--- src/rtl/ibex_fetch_align_expand.sv ---
// Fetch realigner + RV32C expander between the fetch FIFO and ID.
// Ports: clk_i/rst_ni, flush_i/flush_pc_i, in_* word stream, out_* instr stream.

module ibex_compressed_decoder (
    input  logic [15:0] instr_i,
    output logic [31:0] instr_o,
    output logic        illegal_instr_o
);
    logic [15:0] c;
    assign c = instr_i;

    always_comb begin
        instr_o         = {16'h0, c};
        illegal_instr_o = 1'b0;
        unique case (c[1:0])
            2'b00: begin
                unique case (c[15:13])
                    3'b000: begin
                        instr_o = {2'b0, c[10:7], c[12:11], c[5], c[6],
                                   2'b00, 5'h02, 3'b000, 2'b01, c[4:2], 7'h13};
                        illegal_instr_o = (c[12:5] == 8'h0);
                    end
                    3'b010: instr_o = {5'b0, c[5], c[12:10], c[6], 2'b00,
                                       2'b01, c[9:7], 3'b010, 2'b01, c[4:2], 7'h03};
                    3'b110: instr_o = {5'b0, c[5], c[12], 2'b01, c[4:2],
                                       2'b01, c[9:7], 3'b010, c[11:10], c[6],
                                       2'b00, 7'h23};
                    default: illegal_instr_o = 1'b1;
                endcase
            end
            2'b01: begin
                unique case (c[15:13])
                    3'b000: instr_o = {{6{c[12]}}, c[12], c[6:2], c[11:7],
                                       3'b0, c[11:7], 7'h13};
                    3'b001, 3'b101: instr_o = {c[12], c[8], c[10:9], c[6], c[7],
                                               c[2], c[11], c[5:3], {9{c[12]}},
                                               4'b0, ~c[15], 7'h6f};
                    3'b010: instr_o = {{6{c[12]}}, c[12], c[6:2], 5'b0, 3'b0,
                                       c[11:7], 7'h13};
                    3'b011: begin
                        if (c[11:7] == 5'h02) begin
                            instr_o = {{3{c[12]}}, c[4:3], c[5], c[2], c[6], 4'b0,
                                       5'h02, 3'b000, 5'h02, 7'h13};
                        end else begin
                            instr_o = {{15{c[12]}}, c[6:2], c[11:7], 7'h37};
                        end
                        illegal_instr_o = ({c[12], c[6:2]} == 6'h0);
                    end
                    3'b100: begin
                        unique case (c[11:10])
                            2'b00, 2'b01: begin
                                instr_o = {1'b0, c[10], 5'b0, c[6:2], 2'b01, c[9:7],
                                           3'b101, 2'b01, c[9:7], 7'h13};
                                illegal_instr_o = c[12];
                            end
                            2'b10: instr_o = {{6{c[12]}}, c[12], c[6:2], 2'b01,
                                              c[9:7], 3'b111, 2'b01, c[9:7], 7'h13};
                            default: begin
                                unique case (c[6:5])
                                    2'b00: instr_o = {2'b01, 5'b0, 2'b01, c[4:2],
                                                      2'b01, c[9:7], 3'b000,
                                                      2'b01, c[9:7], 7'h33};
                                    2'b01: instr_o = {7'b0, 2'b01, c[4:2], 2'b01,
                                                      c[9:7], 3'b100, 2'b01,
                                                      c[9:7], 7'h33};
                                    2'b10: instr_o = {7'b0, 2'b01, c[4:2], 2'b01,
                                                      c[9:7], 3'b110, 2'b01,
                                                      c[9:7], 7'h33};
                                    default: instr_o = {7'b0, 2'b01, c[4:2], 2'b01,
                                                        c[9:7], 3'b111, 2'b01,
                                                        c[9:7], 7'h33};
                                endcase
                                illegal_instr_o = c[12];
                            end
                        endcase
                    end
                    default: instr_o = {{4{c[12]}}, c[6:5], c[2], 5'b0, 2'b01,
                                        c[9:7], 2'b00, c[13], c[11:10], c[4:3],
                                        c[12], 7'h63};
                endcase
            end
            2'b10: begin
                unique case (c[15:13])
                    3'b000: begin
                        instr_o = {7'b0, c[6:2], c[11:7], 3'b001, c[11:7], 7'h13};
                        illegal_instr_o = c[12];
                    end
                    3'b010: begin
                        instr_o = {4'b0, c[3:2], c[12], c[6:4], 2'b00, 5'h02,
                                   3'b010, c[11:7], 7'h03};
                        illegal_instr_o = (c[11:7] == 5'h0);
                    end
                    3'b100: begin
                        if (!c[12]) begin
                            if (c[6:2] != 5'h0) begin
                                instr_o = {7'b0, c[6:2], 5'b0, 3'b0, c[11:7], 7'h33};
                            end else begin
                                instr_o = {12'b0, c[11:7], 3'b0, 5'b0, 7'h67};
                                illegal_instr_o = (c[11:7] == 5'h0);
                            end
                        end else begin
                            if (c[6:2] != 5'h0) begin
                                instr_o = {7'b0, c[6:2], c[11:7], 3'b0, c[11:7], 7'h33};
                            end else if (c[11:7] == 5'h0) begin
                                instr_o = 32'h0010_0073;
                            end else begin
                                instr_o = {12'b0, c[11:7], 3'b000, 5'b00001, 7'h67};
                            end
                        end
                    end
                    3'b110: instr_o = {4'b0, c[8:7], c[12], c[6:2], 5'h02, 3'b010,
                                       c[11:9], 2'b00, 7'h23};
                    default: illegal_instr_o = 1'b1;
                endcase
            end
            default: ;
        endcase
    end
endmodule

module ibex_fetch_align_expand #(
    parameter bit          RVC      = 1'b1,
    parameter int unsigned HwDepth  = 3,
    parameter logic [31:0] BootAddr = 32'h0
) (
    input  logic        clk_i,
    input  logic        rst_ni,
    input  logic        flush_i,
    input  logic [31:0] flush_pc_i,
    input  logic        in_valid_i,
    output logic        in_ready_o,
    input  logic [31:0] in_rdata_i,
    input  logic        in_err_i,
    output logic        out_valid_o,
    input  logic        out_ready_i,
    output logic [31:0] out_instr_o,
    output logic [31:0] out_instr_raw_o,
    output logic        out_is_compressed_o,
    output logic        out_illegal_o,
    output logic        out_err_o,
    output logic [31:0] out_pc_o
);
    localparam int unsigned CW = $clog2(HwDepth + 1);

    logic [HwDepth-1:0][15:0] r_hw;
    logic [HwDepth-1:0]       r_err;
    logic [CW-1:0]            r_cnt;
    logic [31:0]              r_pc;
    logic                     r_skip;

    logic [15:0] w_hw0, w_hw1;
    logic        w_is16, w_fire, w_push, w_dec_ill;
    logic [31:0] w_raw, w_dec;
    logic [1:0]  w_pop;
    logic [CW:0] w_space;

    assign w_hw0  = r_hw[0];
    assign w_hw1  = r_hw[1];
    assign w_is16 = RVC && (w_hw0[1:0] != 2'b11);
    assign w_raw  = w_is16 ? {16'h0, w_hw0} : {w_hw1, w_hw0};

    ibex_compressed_decoder u_dec (
        .instr_i         (w_hw0),
        .instr_o         (w_dec),
        .illegal_instr_o (w_dec_ill)
    );

    assign out_instr_o         = w_is16 ? w_dec : w_raw;
    assign out_instr_raw_o     = w_raw;
    assign out_is_compressed_o = w_is16;
    assign out_illegal_o       = w_is16 ? w_dec_ill
                               : (!RVC && (w_hw0[1:0] != 2'b11));
    // A faulting oldest halfword is reported alone; its partner is not trusted.
    assign out_err_o           = r_err[0] || (!w_is16 && r_err[1]);
    assign out_pc_o            = r_pc;

    assign out_valid_o = !flush_i && ((r_cnt >= CW'(2)) ||
                         ((r_cnt == CW'(1)) && (w_is16 || r_err[0])));
    assign w_fire = out_valid_o && out_ready_i;
    assign w_pop  = !w_fire ? 2'd0 : (r_err[0] || w_is16) ? 2'd1 : 2'd2;

    assign w_space    = (CW+1)'(HwDepth) - {1'b0, r_cnt} + (CW+1)'(w_pop);
    assign in_ready_o = !flush_i && (w_space >= (CW+1)'(2));
    assign w_push     = in_valid_i && in_ready_o;

    // Zero-padded view so the shift never indexes past the buffer.
    logic [HwDepth+1:0][15:0] w_ext;
    logic [HwDepth+1:0]       w_ext_err;
    logic [HwDepth-1:0][15:0] w_hw_n;
    logic [HwDepth-1:0]       w_err_n;
    logic [CW-1:0]            w_base, w_cnt_n;

    always_comb begin
        w_ext     = '0;
        w_ext_err = '0;
        w_ext[HwDepth-1:0]     = r_hw;
        w_ext_err[HwDepth-1:0] = r_err;
        w_base  = r_cnt - CW'(w_pop);
        w_hw_n  = '0;
        w_err_n = '0;
        for (int i = 0; i < HwDepth; i++) begin
            unique case (w_pop)
                2'd1: begin
                    w_hw_n[i]  = w_ext[i+1];
                    w_err_n[i] = w_ext_err[i+1];
                end
                2'd2: begin
                    w_hw_n[i]  = w_ext[i+2];
                    w_err_n[i] = w_ext_err[i+2];
                end
                default: begin
                    w_hw_n[i]  = w_ext[i];
                    w_err_n[i] = w_ext_err[i];
                end
            endcase
            if (w_push) begin
                if (r_skip) begin
                    if (CW'(i) == w_base) begin
                        w_hw_n[i]  = in_rdata_i[31:16];
                        w_err_n[i] = in_err_i;
                    end
                end else begin
                    if (CW'(i) == w_base) begin
                        w_hw_n[i]  = in_rdata_i[15:0];
                        w_err_n[i] = in_err_i;
                    end
                    if (CW'(i) == w_base + CW'(1)) begin
                        w_hw_n[i]  = in_rdata_i[31:16];
                        w_err_n[i] = in_err_i;
                    end
                end
            end
        end
        w_cnt_n = w_base;
        if (w_push) begin
            w_cnt_n = w_base + (r_skip ? CW'(1) : CW'(2));
        end
    end

    always_ff @(posedge clk_i or negedge rst_ni) begin
        if (!rst_ni) begin
            r_hw   <= '0;
            r_err  <= '0;
            r_cnt  <= '0;
            r_pc   <= BootAddr & ~32'h1;
            r_skip <= 1'b0;
        end else if (flush_i) begin
            r_cnt  <= '0;
            r_pc   <= flush_pc_i & ~32'h1;
            r_skip <= flush_pc_i[1];
        end else begin
            r_hw  <= w_hw_n;
            r_err <= w_err_n;
            r_cnt <= w_cnt_n;
            r_pc  <= r_pc + {29'b0, w_pop, 1'b0};
            if (w_push) begin
                r_skip <= 1'b0;
            end
        end
    end
endmodule

--- config.mk ---
export PLATFORM = sky130hd
export DESIGN_NAME = ibex_fetch_align_expand
export DESIGN_NICKNAME = d
export VERILOG_FILES = /design/src/rtl/ibex_fetch_align_expand.sv
export SDC_FILE = /design/constraint.sdc
export NUM_CORES = 1
export LEC_CHECK = 0
export ABC_AREA = 1
export CORE_MARGIN = 2
export CORE_UTILIZATION = 40
export CTS_BUF_LIST = sky130_fd_sc_hd__clkbuf_8
export DETAILED_ROUTE_END_ITERATION = 12
export GPL_TIMING_DRIVEN = 0
export PLACE_DENSITY_LB_ADDON = 0.15
export SLEW_MARGIN = 10
export SYNTH_ARGS = -nofsm -noshare
export SYNTH_HDL_FRONTEND = slang
export SYNTH_SLANG_ARGS = --single-unit
--- constraint.sdc ---
create_clock -name clk_i -period 5 [get_ports clk_i]
set_input_delay 0.75 -clock clk_i [delete_from_list [all_inputs] [get_ports clk_i]]
set_output_delay 0.75 -clock clk_i [all_outputs]
set_load 0.01 [all_outputs]
==> impl_metrics.toml <==
[die]
num_rows = 51
floorplan.die_area_um2 = 21000
number_of_placed_i_o_pins = 171
coreArea_um2 = 19500
effective_utilization_at_floorplan_pct = 40.8
die_width_um = 145
die_y_um = 145

[critical_path]
critical_path.n_buffers_inverters = 3
critical_path.max_stage_delay_ns = 0.60
worst-endpoint-arrival_ns = 3.69
cp_cell_sequence = "ha_1, nand2_1, nand2_1, nand2_1, nand3_2, nor2_4, buf_4, ha_1, inv_1, fa_1, a21oi_1, clkdlybuf4s50_1"
regToRegStartpoint = "w_hw0[0]$_DFFE_PN0N_"
worst-r2r-setup-slack_ns = 1.01
launching_instance_or_port_of_the_critical_path = "w_hw0[0]$_DFFE_PN0N_"
critical_path_peak_fanout = 11
endpoint_kind = "primary output"
cp_num_cells = 12
r2r-end = "r_err[2]$_DFFE_PN0N_"
critical_path.top_delay_family = "adder cells"
worstSetupEndpoint = "in_ready_o"
worst-setup-path-type = "flip-flop to primary output"
worst-endpoint-required_ns = 4.25
r2r.worst_path.cells = 16
setup.worst_path.start_class = "flip-flop"
worst_path_most_repeated_cell = "sky130_fd_sc_hd__nand2_1"
slowest_stage = "sky130_fd_sc_hd__clkdlybuf4s50_1"

[sta]
min_period_ns = 4.44
whs_ns = 0.297
timing_max_transition_violations_final = 0
clock_skew_ns = 0.0187
final.period_utilization_pct = 88.8
fmax_mhz = 225
unrepaired_setup_endpoints_after_global_routing = "false"
setup_total_negative_slack_ns = 0
hold_violations = 0
worst_slew_pin_slew_ns = 0.790
finalSetupViolCount = 0
slew_headroom_pct = 47.3
setup_ws_ns = 0.562

[power]
worst_ir_drop_vdd_uv = 271
p_leak_uw = 0.00494
power-per-cell-area_nw_per_um2 = 602

[clock_tree]
postCtsSetupBuffers = 0
path_clk_slew_ns = 0.11
max-clock-path-buffers = 2
hold_buffers = 0
cts-resized-gates = 0
h-tree-depth = 3
clk_root_buffer_cell = "sky130_fd_sc_hd__clkbuf_8"
worstSkewPairLatency_ns = 0.40
cts_tree = "built"
cts.sinks = 85
cts_inserted_buffers = 9

[cells_and_area]
num-fill-cells = 2109
final_core_util_pct = 52.1
finish.net_count = 1612
combined_flip_flop_and_latch_cell_area_um2 = 2130
final_cell_mix = "sky130_fd_sc_hd__nand2_1, sky130_fd_sc_hd__clkdlybuf4s50_1, sky130_fd_sc_hd__nor2_1"
multi_input_logic_area_um2 = 4920
drive_above_1_share_pct = 5.99
area_growth_pct = 27.8
layout_commonest_cell = "sky130_fd_sc_hd__nand2_1"
n_antenna_cell = 0

[synthesis]
synthDominantAreaCellType = "sky130_fd_sc_hd__dfrtp_1"
synth-warning-count = 0
syn_avg_cell_area_um2 = 5.89
syn-instance-count = 1352
synth_edf_count = 0
synth_top_area_share_pct = 26.7
synth-seq-cells = 85
number_of_unique_standard_cell_types_used_by_synthesis = 42
synth_area_um2 = 7960
synth_top_flop_cell = "sky130_fd_sc_hd__dfrtp_1"
synth_async_sr_flop_share_pct = 100
synth_area_leaders = "sky130_fd_sc_hd__dfrtp_1, sky130_fd_sc_hd__nand2_1, sky130_fd_sc_hd__a21oi_1, sky130_fd_sc_hd__nor2_1, sky130_fd_sc_hd__o21ai_0"
synth.yosys.seq_area_share_pct = 26.7
total_nets_after_synthesis = 1433

[routing]
vias_after_detailed_routing = 9875
wire_per_inst_um = 19.3
drcViolationCount = 0
route.detailed.vias_per_inst = 5.48
detailedRoute.firstPassIterationCount = 6
drtAntennaViolNets = 0
iter_0_drt_violations = 1030
route.final.wire_length_um = 34800

[global_routing]
grt_start_max_net_pins = 55
grt_pass1_wl_um = 53600
track_usage_pct = 32.4
antenna_found_initial = 0
aggregate_global_routing_overflow = 0
first_global_vias = 9061

[place]
numPortBuffers = 167
worst_slack_placed_ns = 0.672
place_hpwl_um = 27600
gp_routability_congestion = 1.04

[status]
run_status = "complete, no violations"

[hold_path]
hold_removal_path_class = "primary input to async pin"

[run]
max_cap_violations = 0
==> stage by stage <==
step | cell area (um2) | instances | power [uW]
finish | 10200 | 1801 | 6130
detailed placement | 9990 | 1785 | 5530
global route | 10200 | 1801 | 6580
CTS | 10200 | 1801 | 6050
floorplan | 7960 | 1352 | 3670
global placement | 9960 | 1784 | 5520
==> cells in the mapped netlist, types with 3 or more instances <==
| master | number |
|---|---|
| sky130_fd_sc_hd__nor2_1 | 126 |
| sky130_fd_sc_hd__nand3_1 | 79 |
| sky130_fd_sc_hd__inv_2 | 8 |
| sky130_fd_sc_hd__buf_4 | 26 |
| sky130_fd_sc_hd__xor2_1 | 8 |
| sky130_fd_sc_hd__or2_2 | 3 |
| sky130_fd_sc_hd__nor3_1 | 16 |
| sky130_fd_sc_hd__o22ai_1 | 11 |
| sky130_fd_sc_hd__o211ai_1 | 28 |
| sky130_fd_sc_hd__buf_2 | 18 |
| sky130_fd_sc_hd__xnor2_1 | 7 |
| sky130_fd_sc_hd__ha_1 | 9 |
| sky130_fd_sc_hd__clkbuf_1 | 28 |
| sky130_fd_sc_hd__nor2_4 | 8 |
| sky130_fd_sc_hd__nand2_1 | 505 |
| sky130_fd_sc_hd__o21ai_0 | 93 |
| sky130_fd_sc_hd__a31oi_1 | 10 |
| sky130_fd_sc_hd__nand4_1 | 11 |
| sky130_fd_sc_hd__a21oi_1 | 98 |
| sky130_fd_sc_hd__clkinv_1 | 3 |
| sky130_fd_sc_hd__inv_1 | 123 |
| sky130_fd_sc_hd__dfrtp_1 | 85 |
| sky130_fd_sc_hd__a22oi_1 | 8 |
| sky130_fd_sc_hd__o21ai_1 | 8 |
| sky130_fd_sc_hd__a21boi_0 | 4 |
| sky130_fd_sc_hd__o221ai_1 | 5 |
==> state kept, by name (all words and copies together) (netlist names) <==
| name | cells |
|---|---|
| out_pc_o | 31 |
| r_cnt | 2 |
| r_err | 3 |
| r_hw | 16 |
| r_skip | 1 |
| w_hw0 | 16 |
| w_hw1 | 16 |
==> routing by layer <==
metal,vias to the layer above,wire length (um),track usage (%)
met5,-,0,0
met4,0,1200,12.5
met3,78,3310,5.72
met2,562,15000,48.2
met1,4514,15300,46.7
li1,4721,-,-
==> logic make-up after synthesis <==
family	share of synthesized area, %
AOI/OAI and AO/OA	19.4
xor gates and xnor gates	1.65
adders and majority gates	1.92
buffers and inverters	11.4
DFF	26.7
other	0.0471
and+or+nand+nor	38.8
==> area by class of cell <==
type,count,area share [%]
clock buffer,9,1.22
sequential,85,20.9
tap,265,3.26
inverter,134,4.94
clock inverter,7,0.639
multi-input combinational,1057,48.4
timing repair buffer,168,16.7
buffer,76,4.01
==> where the power goes <==
group	internal [uW]	leakage [uW]	switching (uW)
Sequential	914	0.00102	375
Clock	195	0.0000999	318
Combinational	1710	0.00382	2620
==> worst min path at each step <==
stage,start,to,depth (start not counted)
after floorplan,rst_ni,out_pc_o[10]$_DFF_PN0_,0
after global placement,r_err[2]$_DFFE_PN0N_,r_err[2]$_DFFE_PN0N_,2
after detailed placement,r_err[2]$_DFFE_PN0N_,r_err[2]$_DFFE_PN0N_,2
after CTS,rst_ni,out_pc_o[28]$_DFF_PN0_,1
after global routing,rst_ni,out_pc_o[23]$_DFF_PN0_,1
final,rst_ni,out_pc_o[28]$_DFF_PN0_,1
Note: power is estimated with default switching activity, not from simulation.
